<file path="src/rtl/uart_msg_sender.sv">
// uart_msg_sender: buffered message source feeding the UART TX core, one word at a time with a fixed pre-word gap.
// Define UART_MSG_SENDER_CRLF_EN to append a 0x0D/0x0A trailer to every pass.
module uart_msg_sender #(
  parameter int DATA_W     = 8,
  parameter int MSG_DEPTH  = 16,
  parameter int GAP_CYCLES = 8,
  parameter int LEN_W      = $clog2(MSG_DEPTH + 1)
) (
  input  logic                         clk,
  input  logic                         resetn,
  input  logic                         wr_en,
  input  logic [$clog2(MSG_DEPTH)-1:0] wr_addr,
  input  logic [DATA_W-1:0]            wr_data,
  input  logic [LEN_W-1:0]             msg_len,
  input  logic                         start,
  input  logic                         repeat_en,
  input  logic                         tx_busy,
  output logic [DATA_W-1:0]            tx_data,
  output logic                         tx_valid,
  output logic                         busy,
  output logic                         done,
  output logic [$clog2(MSG_DEPTH)-1:0] byte_idx
);
  localparam int IDX_W = $clog2(MSG_DEPTH);
  localparam int CNT_W = (GAP_CYCLES > 1) ? $clog2(GAP_CYCLES) : 1;
  localparam logic [CNT_W-1:0] GAP_LAST  = (GAP_CYCLES > 0) ? CNT_W'(GAP_CYCLES - 1) : '0;
  localparam logic [LEN_W-1:0] DEPTH_LEN = LEN_W'(MSG_DEPTH);

  // states: IDLE wait start | LOAD fetch word | GAP pre-word delay | SEND offer word | DRAIN wait TX idle
  typedef enum logic [2:0] {IDLE, LOAD, GAP, SEND, DRAIN} state_t;

  state_t             state;
  logic [DATA_W-1:0]  msg_buf [MSG_DEPTH];
  logic [CNT_W-1:0]   gap_cnt;
  logic [LEN_W-1:0]   len;
  logic               armed;
  logic               last_word;
`ifdef UART_MSG_SENDER_CRLF_EN
  logic [1:0]         trl;
`endif

  assign busy      = (state != IDLE);
  assign last_word = ((LEN_W'(byte_idx) + LEN_W'(1)) == len);

  always_ff @(posedge clk) begin
    if (wr_en && state == IDLE) msg_buf[wr_addr] <= wr_data;
  end

  always_ff @(posedge clk) begin
    if (!resetn) begin
      state    <= IDLE;
      tx_data  <= '0;
      tx_valid <= 1'b0;
      done     <= 1'b0;
      byte_idx <= '0;
      gap_cnt  <= '0;
      len      <= '0;
      armed    <= 1'b0;
`ifdef UART_MSG_SENDER_CRLF_EN
      trl      <= '0;
`endif
    end else begin
      done <= 1'b0;
      case (state)
        IDLE: begin
          if (start && msg_len != '0) begin
            len      <= (msg_len > DEPTH_LEN) ? DEPTH_LEN : msg_len;
            byte_idx <= '0;
            state    <= LOAD;
          end
        end
        LOAD: begin
`ifdef UART_MSG_SENDER_CRLF_EN
          case (trl)
            2'd0:    tx_data <= msg_buf[byte_idx];
            2'd1:    tx_data <= DATA_W'(8'h0D);
            default: tx_data <= DATA_W'(8'h0A);
          endcase
`else
          tx_data <= msg_buf[byte_idx];
`endif
          gap_cnt <= '0;
          armed   <= 1'b0;
          if (GAP_CYCLES > 0) begin
            state <= GAP;
          end else begin
            state    <= SEND;
            tx_valid <= 1'b1;
          end
        end
        GAP: begin
          if (gap_cnt == GAP_LAST) begin
            state    <= SEND;
            tx_valid <= 1'b1;
          end else begin
            gap_cnt <= gap_cnt + CNT_W'(1);
          end
        end
        // A busy level already present on entry belongs to someone else; only a fresh rise means acceptance.
        SEND: begin
          if (!tx_busy) begin
            armed <= 1'b1;
          end else if (armed) begin
            tx_valid <= 1'b0;
            state    <= DRAIN;
          end
        end
        DRAIN: begin
          if (!tx_busy) begin
            state <= LOAD;
            if (!last_word) begin
              byte_idx <= byte_idx + IDX_W'(1);
            end
`ifdef UART_MSG_SENDER_CRLF_EN
            else if (trl != 2'd2) begin
              trl <= trl + 2'd1;
            end
`endif
            else begin
`ifdef UART_MSG_SENDER_CRLF_EN
              trl <= '0;
`endif
              if (repeat_en) begin
                byte_idx <= '0;
              end else begin
                done  <= 1'b1;
                state <= IDLE;
              end
            end
          end
        end
        default: state <= IDLE;
      endcase
    end
  end
endmodule

</file>
<file path="config.mk">
export PLATFORM = sky130hd
export DESIGN_NAME = uart_msg_sender
export DESIGN_NICKNAME = d
export VERILOG_FILES = /design/src/rtl/uart_msg_sender.sv
export SDC_FILE = /design/constraint.sdc
export NUM_CORES = 1
export LEC_CHECK = 0
export CAP_MARGIN = 20
export CELL_PAD_IN_SITES_DETAIL_PLACEMENT = 2
export CELL_PAD_IN_SITES_GLOBAL_PLACEMENT = 2
export CORE_UTILIZATION = 44
export DETAILED_ROUTE_END_ITERATION = 8
export PLACE_DENSITY_LB_ADDON = 0.1
export SLEW_MARGIN = 20
export SYNTH_ARGS = -nofsm -noshare
export SYNTH_HDL_FRONTEND = slang
export SYNTH_SLANG_ARGS = --single-unit
</file>
<file path="constraint.sdc">
create_clock -name clk -period 2.8 [get_ports clk]
set_clock_uncertainty 0.05 [all_clocks]
set_input_delay 0.42 -clock clk [delete_from_list [all_inputs] [get_ports clk]]
set_output_delay 0.42 -clock clk [all_outputs]
set_load 0.02 [all_outputs]
</file>
==> summary.txt, run 1 <==
STA
  • Final Max Slew Viols: 0
  • Period utilisation layout: 95.5%
  • Final min period: 2.68 ns
  • Hold Vio Cnt, Final: 0
  • Max Fclk: 374 MHz
  • Slew margin rel.: 51.6%
  • Worst Tran Pin Value: 0.723 ns
  • Endpoints failing setup: 0
  • Final setup TNS: 0 ns
  • Unrepaired setup endpoints after global routing: no

Placed design
  • Hpwl dp: 10500 um
  • Port Buffers: 37
  • GPL Wtd Cong: between 0.7 and 0.8

GRT
  • Tot GR Track Use: 23.8%
  • Vias in the first global route: 3941
  • Largest net degree at the start of global routing: 28
  • First-pass GRT wire length: 24000 um
  • Antenna violations before repair: 0
  • Total gr overflow: 0

Die
  • Number of core rows: 43
  • IO Count: 38
  • Initial Util: a little under half
  • Area of the die: roughly 15000 um^2
  • Die width: roughly 120 um
  • Core ar.: 13800 um^2
  • Die Ht: 121 um

Worst setup path
  • CP Launch Type: register
  • Cell depth of the worst flop-to-flop path: 5
  • CP endpoint: busy
  • Worst flop-to-flop path startpoint: state[2]
  • Worst reg-to-reg setup slack: 0.42 ns
  • Worst-path maximum fanout: 14
  • Crit-path cells: nor3_2 > inv_1 > clkdlybuf4s50_1
  • Worst Path Arrival: 2.21 ns
  • Worst Path Required: 2.33 ns
  • Crit-path slowest cell: nor3_2
  • Crit-path max cell delay: 0.61 ns
  • CP Capture Type: output port
  • Reg-to-reg critical path endpoint: msg_buf[0][4]
  • Crit. Startpoint: state[2]
  • Critical path class: reg -> out

Power and ir drop
  • Sw Pwr: between 0.001 and 0.0015 W
  • Clock Power Share: about 45%
  • PwrDens: slightly below 700 nW/um^2
  • P_leak: 2.44 nW
  • Sw frac: 21.8%
  • Comb power frac: 4.8%
  • Sequential power share: 50.4%
  • Pint: 0.00393 W
  • Post-route total power: 0.00503 W
  • VDD IR max: between 300 and 400 uV

Final layout
  • Layout Area Growth over Synthesis: 20.1%
  • Share of cells above drive strength 1: 16.6%
  • Diode count: 0
  • Filler instances: 1190
  • Most frequent cells in the layout: edfxtp_1, clkdlybuf4s50_1, nor2_1, dfxtp_1, buf_4
  • Commonest non-fill, non-tap cell in the layout: edfxtp_1
  • Final net count: ~450

Synthesis
  • Cells after Synth: 361
  • FF+latch count, synth: between 150 and 200
  • Yosys top cell by area: edfxtp_1
  • Area contributors post-synth: edfxtp_1, dfxtp_1, mux4_1, mux4_2, nor2_1
  • Top-area cell type share of the netlist area: 61.7%
  • Number of distinct library cells after synthesis: 50
  • Post-synthesis cell area: 6230 um^2
  • EDFF count, synth: 128
  • Fraction of registers with async set/reset: 0%
  • Net Count, Synth: 387
  • Yosys warns: 0
  • Register area share after synthesis: 70.0%
  • Post-synth top flop: edfxtp_1
  • Syn_area_per_cell: 17.3 um^2

Clock network
  • Post-CTS setup buffers: 0
  • Clock Latency Late Sink: 0.42 ns
  • Clock tree sinks: 154
  • Resize count post-CTS: 0
  • Maximum clock insertion buffer count: 2
  • CTS tree: yes
  • Hold Buf Count CTS: 0
  • Number of CTS-inserted buffers: 17
  • Worst-path clk slew: 0.06 ns
  • CTS root buf: clkbuf_16
  • CTS H-tree depth: 4

Routing
  • Post-route DRC: 0
  • Wirelength per Cell: between 20 and 30 um
  • Number of routed nets with antenna violations: 0
  • Via count: 3571
  • Vias per cell: 5.81
  • DR iter-0 viols: 237
  • Pre-Repair DR Iteration Count: 4
  • Total wire length: about 16000 um

Worst hold path
  • Type of the most critical hold path: reg -> reg

Job
  • Max-Cap Viols: 0

Status
  • Status: completed
[registers in the layout (all words and copies together), names as in the netlist]
name / cells
done: 1
byte_idx: 4
tx_valid: 1
tx_data: 8
armed: 1
state: 3
gap_cnt: 3
len: 5
msg_buf: 128
[synth_stat cells (all sizes together) (6+ instances only)]
master  number
a221oi       8
a21oi        7
nor2        27
edfxtp     128
nand2       19
o21ai        8
nor2b       10
dfxtp       26
o22ai        9
nor3         6
buf         11
a22o        10
mux4        32
clkbuf       7
[worst min path at each step]
stage / from / to / slack (ns) / depth (start not counted)
3_5_place_dp: tx_data[6] / tx_data[6] / 0.43 / 2
4_1_cts: tx_data[6] / tx_data[6] / 0.43 / 2
6_report: tx_data[6] / tx_data[6] / 0.44 / 2
3_3_place_gp: tx_data[2] / tx_data[2] / 0.41 / 2
2_1_floorplan: len[4] / len[4] / 0.43 / 2
5_1_grt: tx_data[6] / tx_data[6] / 0.47 / 2
[power by group through the flow]
stage / Clock (W) / Sequential (W) / Combinational, W
global route: 0.00238 / 0.00254 / 0.000261
global placement: 0 / 0.00258 / 0.000228
floorplan: 0 / 0.00258 / 0.000108
CTS: 0.00231 / 0.00254 / 0.000245
finish: 0.00226 / 0.00254 / 0.000242
detailed placement: 0 / 0.00259 / 0.000243
[stage by stage]
step           cells  setup WS (ns)  utilization [%]  instance area, um^2  hold WS, ns
6_report         615          0.125             54.1                 7480        0.436
5_1_grt          615         0.0604             54.1                 7480        0.468
4_1_cts          615          0.129             54.1                 7480        0.435
3_5_place_dp     583          0.387             50.0                 6910        0.427
3_3_place_gp     583          0.522             50.0                 6910        0.413
2_1_floorplan    361          0.707                -                 6230        0.426
[area by class of cell]
cell class	count	area, um^2	share of cell area, %
well taps	180	225	3.01
clock inverters	13	143	1.91
inverters	3	11.3	0.150
clock buffers	19	433	5.78
multi-input cells	186	1740	23.2
flip-flops and latches	154	4370	58.3
repair buffers	60	568	7.59
[critical path: cells and delay by family, from the launching register on]
| kind | cells | cell delay, ns |
|---|---|---|
| flops | 1 | 0.45 |
| buf+inv | 2 | 0.72 |
| simple gates | 1 | 0.61 |
[logic make-up after synthesis]
logic type,synth area share (%)
AO/OA/AOI/OAI,6.75
XOR/XNOR,0.703
adder cells (fa/ha/maj),0.602
buffers and inverters,2.07
flip-flops,70.0
multiplexers,12.8
AND/OR/NAND/NOR,7.09
[layer usage]
layer	GRT usage [%]	wire length (um)	vias to the layer above
met1	29.6	6820	1876
met4	9.10	306	0
li1	-	-	1595
met5	0	0	-
met2	40.8	8240	79
met3	4.89	552	21
No activity file was read; power rests on OpenSTA's default activity.
==> run 2, diff against run 1 <==
--- a/config.mk
+++ b/config.mk
@@ -10,7 +10,9 @@
 export CELL_PAD_IN_SITES_GLOBAL_PLACEMENT = 2
 export CORE_UTILIZATION = 44
 export DETAILED_ROUTE_END_ITERATION = 8
+export HOLD_SLACK_MARGIN = 0.1
 export PLACE_DENSITY_LB_ADDON = 0.1
+export SKIP_CTS_REPAIR_TIMING = 1
 export SLEW_MARGIN = 20
 export SYNTH_ARGS = -nofsm -noshare
 export SYNTH_HDL_FRONTEND = slang
==> results of run 2 <==
Final layout, timing and power as in run 1 (identical DEF).
